## config.mk

```make
export PLATFORM = sky130hd
export DESIGN_NAME = inst_fetch
export DESIGN_NICKNAME = d
export VERILOG_FILES = /design/src/rtl/inst_fetch.sv
export SDC_FILE = /design/constraint.sdc
export NUM_CORES = 1
export LEC_CHECK = 0
export ABC_CLOCK_PERIOD_IN_PS = 10200
export BUFFER_PORTS_ARGS = -buffer_cell sky130_fd_sc_hd__buf_2
export CORE_AREA = 5 5 198 200
export CTS_BUF_LIST = sky130_fd_sc_hd__clkbuf_16
export CTS_CLUSTER_DIAMETER = 80
export CTS_CLUSTER_SIZE = 20
export DETAILED_ROUTE_END_ITERATION = 16
export DIE_AREA = 0 0 203 205
export PLACE_DENSITY = 0.77
export SETUP_SLACK_MARGIN = 0.02
export SYNTH_ARGS = -nofsm -noshare
export SYNTH_HDL_FRONTEND = slang
export SYNTH_SLANG_ARGS = --single-unit
```

## constraint.sdc

```tcl
create_clock -name CLK -period 10.2 [get_ports CLK]
set_input_delay 1.02 -clock CLK [delete_from_list [all_inputs] [get_ports CLK]]
set_output_delay 1.02 -clock CLK [all_outputs]
set_load 0.01 [all_outputs]
```

## src/rtl/inst_fetch.sv

```systemverilog
// Instruction fetch front end: PC generation, single-outstanding imem handshake,
// local JAL resolution, branch/JALR redirects and NOP bubble insertion toward decode.
module inst_fetch #(
  parameter logic [63:0] RESET_PC = 64'h0,
  parameter logic [31:0] NOP_INST = 32'h00000013
) (
  input  logic        CLK,
  input  logic        reset,
  input  logic        stall,
  input  logic        branch_taken,
  input  logic [63:0] branch_target,
  input  logic        jalr_valid,
  input  logic [63:0] jalr_target,
  output logic        imem_req,
  output logic [63:0] imem_addr,
  input  logic [31:0] imem_rdata,
  input  logic        imem_rvalid,
  output logic [31:0] inst,
  output logic [63:0] PC_o,
  output logic        misalign
);

  typedef enum logic [1:0] {S_BOOT, S_WAIT, S_HOLD, S_DROP} state_t;

  localparam logic [63:0] ALIGN_MASK = ~64'h3;
  localparam logic [6:0]  OP_JAL     = 7'b1101111;

  state_t      r_state, w_state_n;
  logic [63:0] r_fetch_pc, w_fetch_n;   // address of the outstanding (or next) request
  logic        r_req, w_req_n;
  logic [63:0] r_addr, w_addr_n;
  logic [31:0] r_inst, w_inst_n;
  logic [63:0] r_pc, w_pc_n;
  logic [31:0] r_hold_inst, w_hold_inst_n;
  logic [63:0] r_hold_pc, w_hold_pc_n;
  logic        r_misalign, w_misalign_n;

  logic        w_redir;
  logic [63:0] w_tgt_raw, w_tgt;
  logic [63:0] w_jal_imm, w_next_pc;

  assign w_redir   = branch_taken | jalr_valid;
  assign w_tgt_raw = branch_taken ? branch_target : jalr_target;
  assign w_tgt     = w_tgt_raw & ALIGN_MASK;

  assign w_jal_imm = {{43{imem_rdata[31]}}, imem_rdata[31], imem_rdata[19:12],
                      imem_rdata[20], imem_rdata[30:21], 1'b0};
  assign w_next_pc = ((imem_rdata[6:0] == OP_JAL) ? (r_fetch_pc + w_jal_imm)
                                                  : (r_fetch_pc + 64'd4)) & ALIGN_MASK;

  always_ff @(posedge CLK or posedge reset) begin
    if (reset) begin
      r_state     <= S_BOOT;
      r_fetch_pc  <= RESET_PC & ALIGN_MASK;
      r_req       <= 1'b0;
      r_addr      <= RESET_PC & ALIGN_MASK;
      r_inst      <= NOP_INST;
      r_pc        <= RESET_PC;
      r_hold_inst <= NOP_INST;
      r_hold_pc   <= RESET_PC;
      r_misalign  <= 1'b0;
    end else begin
      r_state     <= w_state_n;
      r_fetch_pc  <= w_fetch_n;
      r_req       <= w_req_n;
      r_addr      <= w_addr_n;
      r_inst      <= w_inst_n;
      r_pc        <= w_pc_n;
      r_hold_inst <= w_hold_inst_n;
      r_hold_pc   <= w_hold_pc_n;
      r_misalign  <= w_misalign_n;
    end
  end

  always_comb begin
    w_state_n     = r_state;
    w_fetch_n     = r_fetch_pc;
    w_req_n       = 1'b0;
    w_addr_n      = r_addr;
    w_inst_n      = r_inst;
    w_pc_n        = r_pc;
    w_hold_inst_n = r_hold_inst;
    w_hold_pc_n   = r_hold_pc;
    w_misalign_n  = r_misalign | (w_redir && (w_tgt_raw[1:0] != 2'b00));

    if (w_redir) begin
      // Redirect beats stall; a response landing this same cycle is discarded.
      w_inst_n  = NOP_INST;
      w_fetch_n = w_tgt;
      if ((r_state == S_WAIT || r_state == S_DROP) && !imem_rvalid) begin
        w_state_n = S_DROP;
      end else begin
        w_req_n   = 1'b1;
        w_addr_n  = w_tgt;
        w_state_n = S_WAIT;
      end
    end else begin
      case (r_state)
        S_BOOT: begin
          w_req_n   = 1'b1;
          w_addr_n  = r_fetch_pc;
          w_state_n = S_WAIT;
        end
        S_WAIT: begin
          if (imem_rvalid) begin
            w_fetch_n = w_next_pc;
            if (!stall) begin
              w_inst_n = imem_rdata;
              w_pc_n   = r_fetch_pc;
              w_req_n  = 1'b1;
              w_addr_n = w_next_pc;
            end else begin
              w_hold_inst_n = imem_rdata;
              w_hold_pc_n   = r_fetch_pc;
              w_state_n     = S_HOLD;
            end
          end else if (!stall) begin
            w_inst_n = NOP_INST;
          end
        end
        S_HOLD: begin
          if (!stall) begin
            w_inst_n  = r_hold_inst;
            w_pc_n    = r_hold_pc;
            w_req_n   = 1'b1;
            w_addr_n  = r_fetch_pc;
            w_state_n = S_WAIT;
          end
        end
        S_DROP: begin
          w_inst_n = NOP_INST;
          if (imem_rvalid) begin
            w_req_n   = 1'b1;
            w_addr_n  = r_fetch_pc;
            w_state_n = S_WAIT;
          end
        end
        default: w_state_n = S_BOOT;
      endcase
    end
  end

  assign imem_req  = r_req;
  assign imem_addr = r_addr;
  assign inst      = r_inst;
  assign PC_o      = r_pc;
  assign misalign  = r_misalign;

endmodule

```

==> results by group, run 1 <==
Pwr
  – Logic pwr share: 28.3%
  – Internal Power: 2.48 mW
  – Flop pwr share: 48.2%
  – Pwr Density: 180 nW/um2
  – VDD IR max: 156 uV
  – Sw Pwr: 1.42 mW
  – Static leakage: 9.14 nW
  – Final Total Pwr: 3.89 mW
  – Sw frac: 36.4%
  – Clock power share: 23.4%

Drt
  – Iter 0 DRT Violations: 2032
  – Routed via count: 18200
  – Vias/cell: 6.47
  – Post-Route WL: 70.3 mm
  – Routed wire per std cell: 24.9 um
  – Drc violations: 0
  – Final ANT Viol Nets: 0
  – Total iterations of the first detailed-routing run: 9

Status
  – Outcome: completed

Global routing
  – Vias in the first global route: 17700
  – Grt ovf: 0
  – Initial antenna violation count: 4
  – Largest net degree at the start of global routing: 100
  – GRT Util Overall: 32.6%
  – Global-route wire length before repair: 107 mm

Job
  – # Max-Cap Violations: 0

Finish
  – Fraction of layout instances using a drive strength above 1: 22.6%
  – NumNets Final: 2522
  – Syn-to-layout area delta: 12.7%
  – Commonest cells after routing, fill and taps aside: buf_2 (322), dfrtp_1 (310), nand2_1 (250)
  – Final std cells w/o fill: 2822
  – Design Area, Final: 21600 um2
  – Most common cell after layout, fill and taps aside: buf_2

STA
  – Final min period: 4.96 ns
  – # setup viols final: 0
  – Slew Viols, Final: 0
  – Fmax: 202 MHz
  – Fin Clk Skew: 0.0292 ns
  – Tcrit/Tclk final: 48.6%
  – RSZ-0062 raised after global routing: false
  – Sum Neg Setup Slack: 0 ns
  – Hold Violations, Final: 0
  – Least-Margin Pin Slew: 1.07 ns
  – Worst slew margin: 26.8%

Floorplan
  – Core Box Area: 37200 um2
  – Die Ht: 205 um
  – Die Footprint: 41600 um2
  – I/O pin count: 328
  – Die width: 203 um
  – Site Rows: 71
  – Initial core utilization: 51.5%

Worst setup path
  – Nature of the critical path startpoint: input port
  – Crit path kind: input port to flip-flop
  – Worst EP required: 10.60 ns
  – CP Capture Type: flip-flop
  – Worst-path maximum fanout: 5
  – WP data arrival: 5.35 ns

Clock network
  – Clock Latency Late Sink: 0.56 ns
  – Hold_buf cts: 0
  – Post-cts gate resize count: 0
  – Worst-path clk slew: 0.09 ns
  – CTS Buf Count: 22
  – TritonCTS clock tree: done
  – Postcts setup bufs: 0
  – Clock sink total: 316
  – CTS root buf: clkbuf_16
  – CTS max path bufs: 3
  – H-Tree Depth: 1

Synth
  – Seq/Total Area, Yosys: 41.3%
  – Distinct cells, synth: 86
  – Mapped Cells: 2145
  – Avg Inst Size Synth: 8.94 um2
  – Synthesis-stage register bit count: 316
  – Asr flop ratio synth: 100%
  – Post-Syn Area: 19200 um2
  – Post-synth top flop: dfrtp_1
  – Synthesis Warnings: 0
  – Post-synth EDFFs: 0

Placement
  – Final RePlAce weighted congestion: 0.958
  – Dpl hpwl: 50.4 mm
  – Post-placement cell count: 2783
  – Post-DP Area: 20900 um2
  – I/O Buffers: 323

Hold path
  – Hold Crit Class: flip-flop to flip-flop
## sequential cells by signal, summed over array words and instances, names as in the netlist, 2 cells and up
| register | count |
|---|---|
| PC_o | 62 |
| imem_addr | 62 |
| r_fetch_pc | 62 |
| r_hold_pc | 62 |
| inst | 32 |
| r_hold_inst | 32 |
| r_state | 2 |
## logic make-up after synthesis
family / Yosys count / share of synthesized area [%]
xor+xnor: 77 / 3.52
buf+inv: 218 / 4.49
other cells: 1 / 0.0196
flops: 316 / 41.3
compound gates: 625 / 20.9
mux: 192 / 10.7
simple gates: 692 / 17.5
fa+ha+maj: 24 / 1.59
## per-layer routing
| layer | track usage (%) | wire length [um] | part of all wire, % |
|---|---|---|---|
| met5 | 0 | 20 | 0.028 |
| met4 | 13.8 | 3390 | 4.8 |
| met3 | 5.37 | 5700 | 8.1 |
| met2 | 53.7 | 33300 | 47 |
| met1 | 43.0 | 27900 | 40 |
## synth_stat cells, types with 36 or more instances
master / count / area (um2)
dfrtp_1: 310 / 7760
nand2_1: 250 / 938
o21ai_0: 167 / 836
clkbuf_1: 156 / 586
nor2_1: 149 / 559
a21oi_1: 145 / 726
mux2_2: 102 / 1150
mux2i_1: 90 / 901
a22oi_1: 61 / 458
nand3_1: 46 / 230
nor3_1: 46 / 230
xor2_1: 41 / 359
o31ai_1: 40 / 300
xnor2_1: 36 / 315
## final cells by class
cell class                 count  area, um2
fill                        3280      15600
timing repair buffer         355       1860
antenna                        3       7.51
sequential                   316       7920
clock buffer                  23        576
inverter                      24       97.6
clock inverter                13       97.6
tap                          474        593
multi-input combinational   1614      10500
## metrics by stage
stage / worst slack (ns) / utilization (%) / hold slack, ns
2_1_floorplan: 0.447 / - / 0.480
3_3_place_gp: 4.93 / 56.2 / 0.456
3_5_place_dp: 4.83 / 56.2 / 0.465
4_1_cts: 5.40 / 58.0 / 0.484
5_1_grt: 4.98 / 58.1 / 0.499
6_report: 5.24 / 58.1 / 0.479
## path summary, 6_finish.rpt
check                                from  slack [ns]             end  cells past startpoint
max                         imem_rdata[4]        5.24   imem_addr[26]                     14
min                              PC_o[49]        0.48        PC_o[49]                      2
max reg2reg                r_fetch_pc[42]        6.08   imem_addr[52]                      8
min reg2reg                      PC_o[49]        0.48        PC_o[49]                      2
max in group asynchronous           reset        8.01  r_fetch_pc[35]                      3
min in group asynchronous           reset        0.58        PC_o[61]                      2
## critical path, cell delays in order
cell      delay [ns]
buf_2           0.12
nand4b_1        0.46
or3_1           0.50
ha_1            0.22
fa_1            0.42
nand3_1         0.11
a21oi_1         0.14
nor4_1          0.73
nor3_1          0.16
o21ai_0         0.73
nor4b_1         0.21
o21ai_0         0.29
xnor2_1         0.15
a21oi_1         0.09
## power groups by stage
stage	registers (mW)	logic [mW]	clock network, mW
after global placement	1.87	1.08	0
after floorplan	1.87	0.627	0
final	1.88	1.10	0.912
after detailed placement	1.89	1.11	0
after global routing	1.91	1.21	0.967
after CTS	1.87	1.11	0.925
(Power assumes the default switching activity.)
==> run 2, diff against run 1 <==
--- a/config.mk
+++ b/config.mk
@@ -5,14 +5,15 @@
 export SDC_FILE = /design/constraint.sdc
 export NUM_CORES = 1
 export LEC_CHECK = 0
-export ABC_CLOCK_PERIOD_IN_PS = 10200
+export ABC_AREA = 1
+export ABC_CLOCK_PERIOD_IN_PS = 4500
 export BUFFER_PORTS_ARGS = -buffer_cell sky130_fd_sc_hd__buf_2
-export CORE_AREA = 5 5 198 200
+export CORE_AREA = 5 5 202 204
 export CTS_BUF_LIST = sky130_fd_sc_hd__clkbuf_16
 export CTS_CLUSTER_DIAMETER = 80
 export CTS_CLUSTER_SIZE = 20
 export DETAILED_ROUTE_END_ITERATION = 16
-export DIE_AREA = 0 0 203 205
+export DIE_AREA = 0 0 207 209
 export PLACE_DENSITY = 0.77
 export SETUP_SLACK_MARGIN = 0.02
 export SYNTH_ARGS = -nofsm -noshare
==> constraint.sdc (replaced) <==
create_clock -name CLK -period 4.5 [get_ports CLK]
set_input_delay 0.45 -clock CLK [delete_from_list [all_inputs] [get_ports CLK]]
set_output_delay 0.45 -clock CLK [all_outputs]
set_load 0.01 [all_outputs]
==> run 2 against run 1 <==
  * Die area grew 4.0%
  * Highest routed layer is now met4
  * Synthesized cell count is 33% higher
  * Largest cell class unchanged
  * Design area up 4.4%
  * Critical path type unchanged
  * Largest power group unchanged
==> results by group, run 2 <==
Synth
  – Post-synth EDFFs: 0
  – Synthesis Warnings: 0
  – Seq/Total Area, Yosys: 39.9%
  – Most frequent cell after synthesis: nand2_1
  – Synthesis-stage register bit count: 316
  – Distinct cells, synth: 49
  – Post-synth top cells: nand2_1 (829), nor2_1 (467), dfrtp_1 (310), inv_1 (173), o21ai_0 (139)
  – Avg Inst Size Synth: 6.96 um2
  – Mapped Cells: 2850
  – Asr flop ratio synth: 100%
  – Dominant cell type by area after synthesis: dfrtp_1
  – Largest cells by area after synthesis: dfrtp_1 (39%), nand2_1 (16%), nor2_1 (8.8%)
  – Top-area cell type share of the netlist area: 39.1%
  – Post-Syn Area: 19800 um2
  – Post-synth top flop: dfrtp_1

Drt
  – Final ANT Viol Nets: 0
  – Iter 0 DRT Violations: 2576
  – Vias/cell: 5.99
  – Total iterations of the first detailed-routing run: 9
  – Post-Route WL: 82.1 mm
  – Routed wire per std cell: 22.8 um
  – Routed via count: 21600
  – Drc violations: 0

Clock network
  – Clock Latency Late Sink: 0.58 ns
  – CTS Buf Count: 24
  – Clock sink total: 316
  – Worst-path clk slew: 0.08 ns
  – Postcts setup bufs: 0
  – Hold_buf cts: 0
  – TritonCTS clock tree: done
  – CTS max path bufs: 3
  – Post-cts gate resize count: 0
  – H-Tree Depth: 1
  – CTS root buf: clkbuf_16

Floorplan
  – Die Footprint: 43300 um2
  – Initial core utilization: 50.7%
  – Die width: 207 um
  – Site Rows: 73
  – I/O pin count: 328
  – Die Ht: 209 um
  – Core Box Area: 39100 um2

Global routing
  – Global-route wire length before repair: 122 mm
  – Initial antenna violation count: 1
  – Largest net degree at the start of global routing: 109
  – Vias in the first global route: 20000
  – Grt ovf: 0
  – GRT Util Overall: 36.2%

STA
  – Fin Clk Skew: 0.0235 ns
  – # setup viols final: 0
  – Hold_ws: 0.0989 ns
  – Worst slew margin: 25.0%
  – RSZ-0062 raised after global routing: false
  – Least-Margin Pin Slew: 1.11 ns
  – Final min period: 3.30 ns
  – Tcrit/Tclk final: 73.3%
  – Slew Viols, Final: 0
  – Worst setup margin: 1.20 ns
  – Fmax: 303 MHz
  – Hold Violations, Final: 0

Worst setup path
  – Nature of the critical path startpoint: input port
  – Cell count of the worst reg-to-reg path: 11
  – Cell seen most often among critical-path stages: nand2_1
  – Worst R2R Start: r_fetch_pc[35]
  – Worst-path maximum fanout: 17
  – Worst r2r dst: imem_addr[50]
  – Reg-to-reg setup timing slack: 1.43 ns
  – CP Capture Type: flip-flop
  – Worst setup path endpoint: imem_addr[60]
  – WP data arrival: 3.79 ns
  – Crit. Startpoint: imem_rdata[6]
  – Worst path slowest cell: nand2_1
  – Worst EP required: 4.99 ns
  – Critical Path Max Stage Delay: 0.42 ns
  – Critical path cell sequence: buf_2 > nand2_1 > nor2_4 > nand2_1 > nor2_1 > ha_1 > or2_2 > nand3_1 > nand2_1 > nand2_1 > nand2_1 > nand2_1 > nand2_1 > nand3_1 > nand3_1 > nand2_1 > nand3_1 > nand2_1 > nand3_1 > a21oi_1
  – Crit path kind: input port to flip-flop

Placement
  – Post-DP Area: 21800 um2
  – I/O Buffers: 323
  – Pre-CTS setup slack: 0.678 ns
  – Final RePlAce weighted congestion: 1.01
  – Dpl hpwl: 61.5 mm
  – Post-placement cell count: 3562

Finish
  – Multi-input gate area: 10500 um2
  – Most common cell after layout, fill and taps aside: nand2_1
  – NumNets Final: 3252
  – Design Area, Final: 22600 um2
  – Register area: 7920 um2
  – Commonest cells after routing, fill and taps aside: nand2_1 (828), nor2_1 (464), buf_2 (323)
  – Filler cells: 3754
  – Final std cells w/o fill: 3603
  – Syn-to-layout area delta: 13.8%
  – Fraction of layout instances using a drive strength above 1: 16.1%

Status
  – Outcome: completed

Pwr
  – Pwr Density: 486 nW/um2
  – Static leakage: 11.0 nW
  – Final Total Pwr: 11.0 mW
  – VDD IR max: 276 uV

Hold path
  – Hold Crit Class: input port to asynchronous set/reset pin

Job
  – # Max-Cap Violations: 0
-- run 2: layer usage --
layer	wire length [um]	track usage (%)	vias up	share of wire (%)
met4	1610	7.73	0	2.0
met5	0	0	-	0
met1	36300	54.8	10300	44
met2	32100	48.9	1319	39
met3	12000	14.2	102	15
li1	-	-	9894	-
-- run 2: final cells by class --
| type | instances | area share [%] |
|---|---|---|
| antenna | 1 | 0.0111 |
| clock buffer | 24 | 2.66 |
| clock inverter | 16 | 0.920 |
| inverter | 195 | 3.27 |
| multi-input combinational | 2168 | 46.4 |
| sequential | 316 | 35.1 |
| tap | 525 | 2.91 |
| timing repair buffer | 358 | 8.77 |
-- run 2: power breakdown --
part / switching [mW] / internal (mW)
clock: 1.19 / 1.13
sequential: 0.922 / 3.87
combinational: 2.55 / 1.31
total: 4.66 / 6.31
-- run 2: how the worst min path moves through the flow --
stage,end,depth (start not counted),from,slack (ns)
3_5_place_dp,r_hold_pc[13],2,r_hold_pc[13],0.46
5_1_grt,r_hold_inst[9],3,imem_rdata[9],0.10
6_report,r_hold_pc[43],2,reset,0.1
3_3_place_gp,r_hold_inst[1],2,r_hold_inst[1],0.45
4_1_cts,r_hold_inst[9],3,imem_rdata[9],0.08
2_1_floorplan,r_hold_pc[10],2,r_hold_pc[10],0.44
-- run 2: cells by family after synthesis --
family | synth area share (%)
DFF | 39.9
AOI/OAI and AO/OA | 16.6
xor gates and xnor gates | 1.28
buffers and inverters | 7.64
and+or+nand+nor | 33.1
other | 0.0189
adders and majority gates | 1.49
-- run 2: worst max-delay path: cells and delay by family --
family,cells,cell delay (ns)
AOI/OAI and AO/OA,1,0.18
adders and majority gates,1,0.30
buffers and inverters,1,0.10
and+or+nand+nor,17,2.73
-- run 2: per-stage QoR --
step,TNS (ns),util [%]
after floorplan,-48.34,-
after global placement,0,55.7
after detailed placement,0,55.7
after CTS,0,57.7
after global routing,0,57.7
final,0,57.7
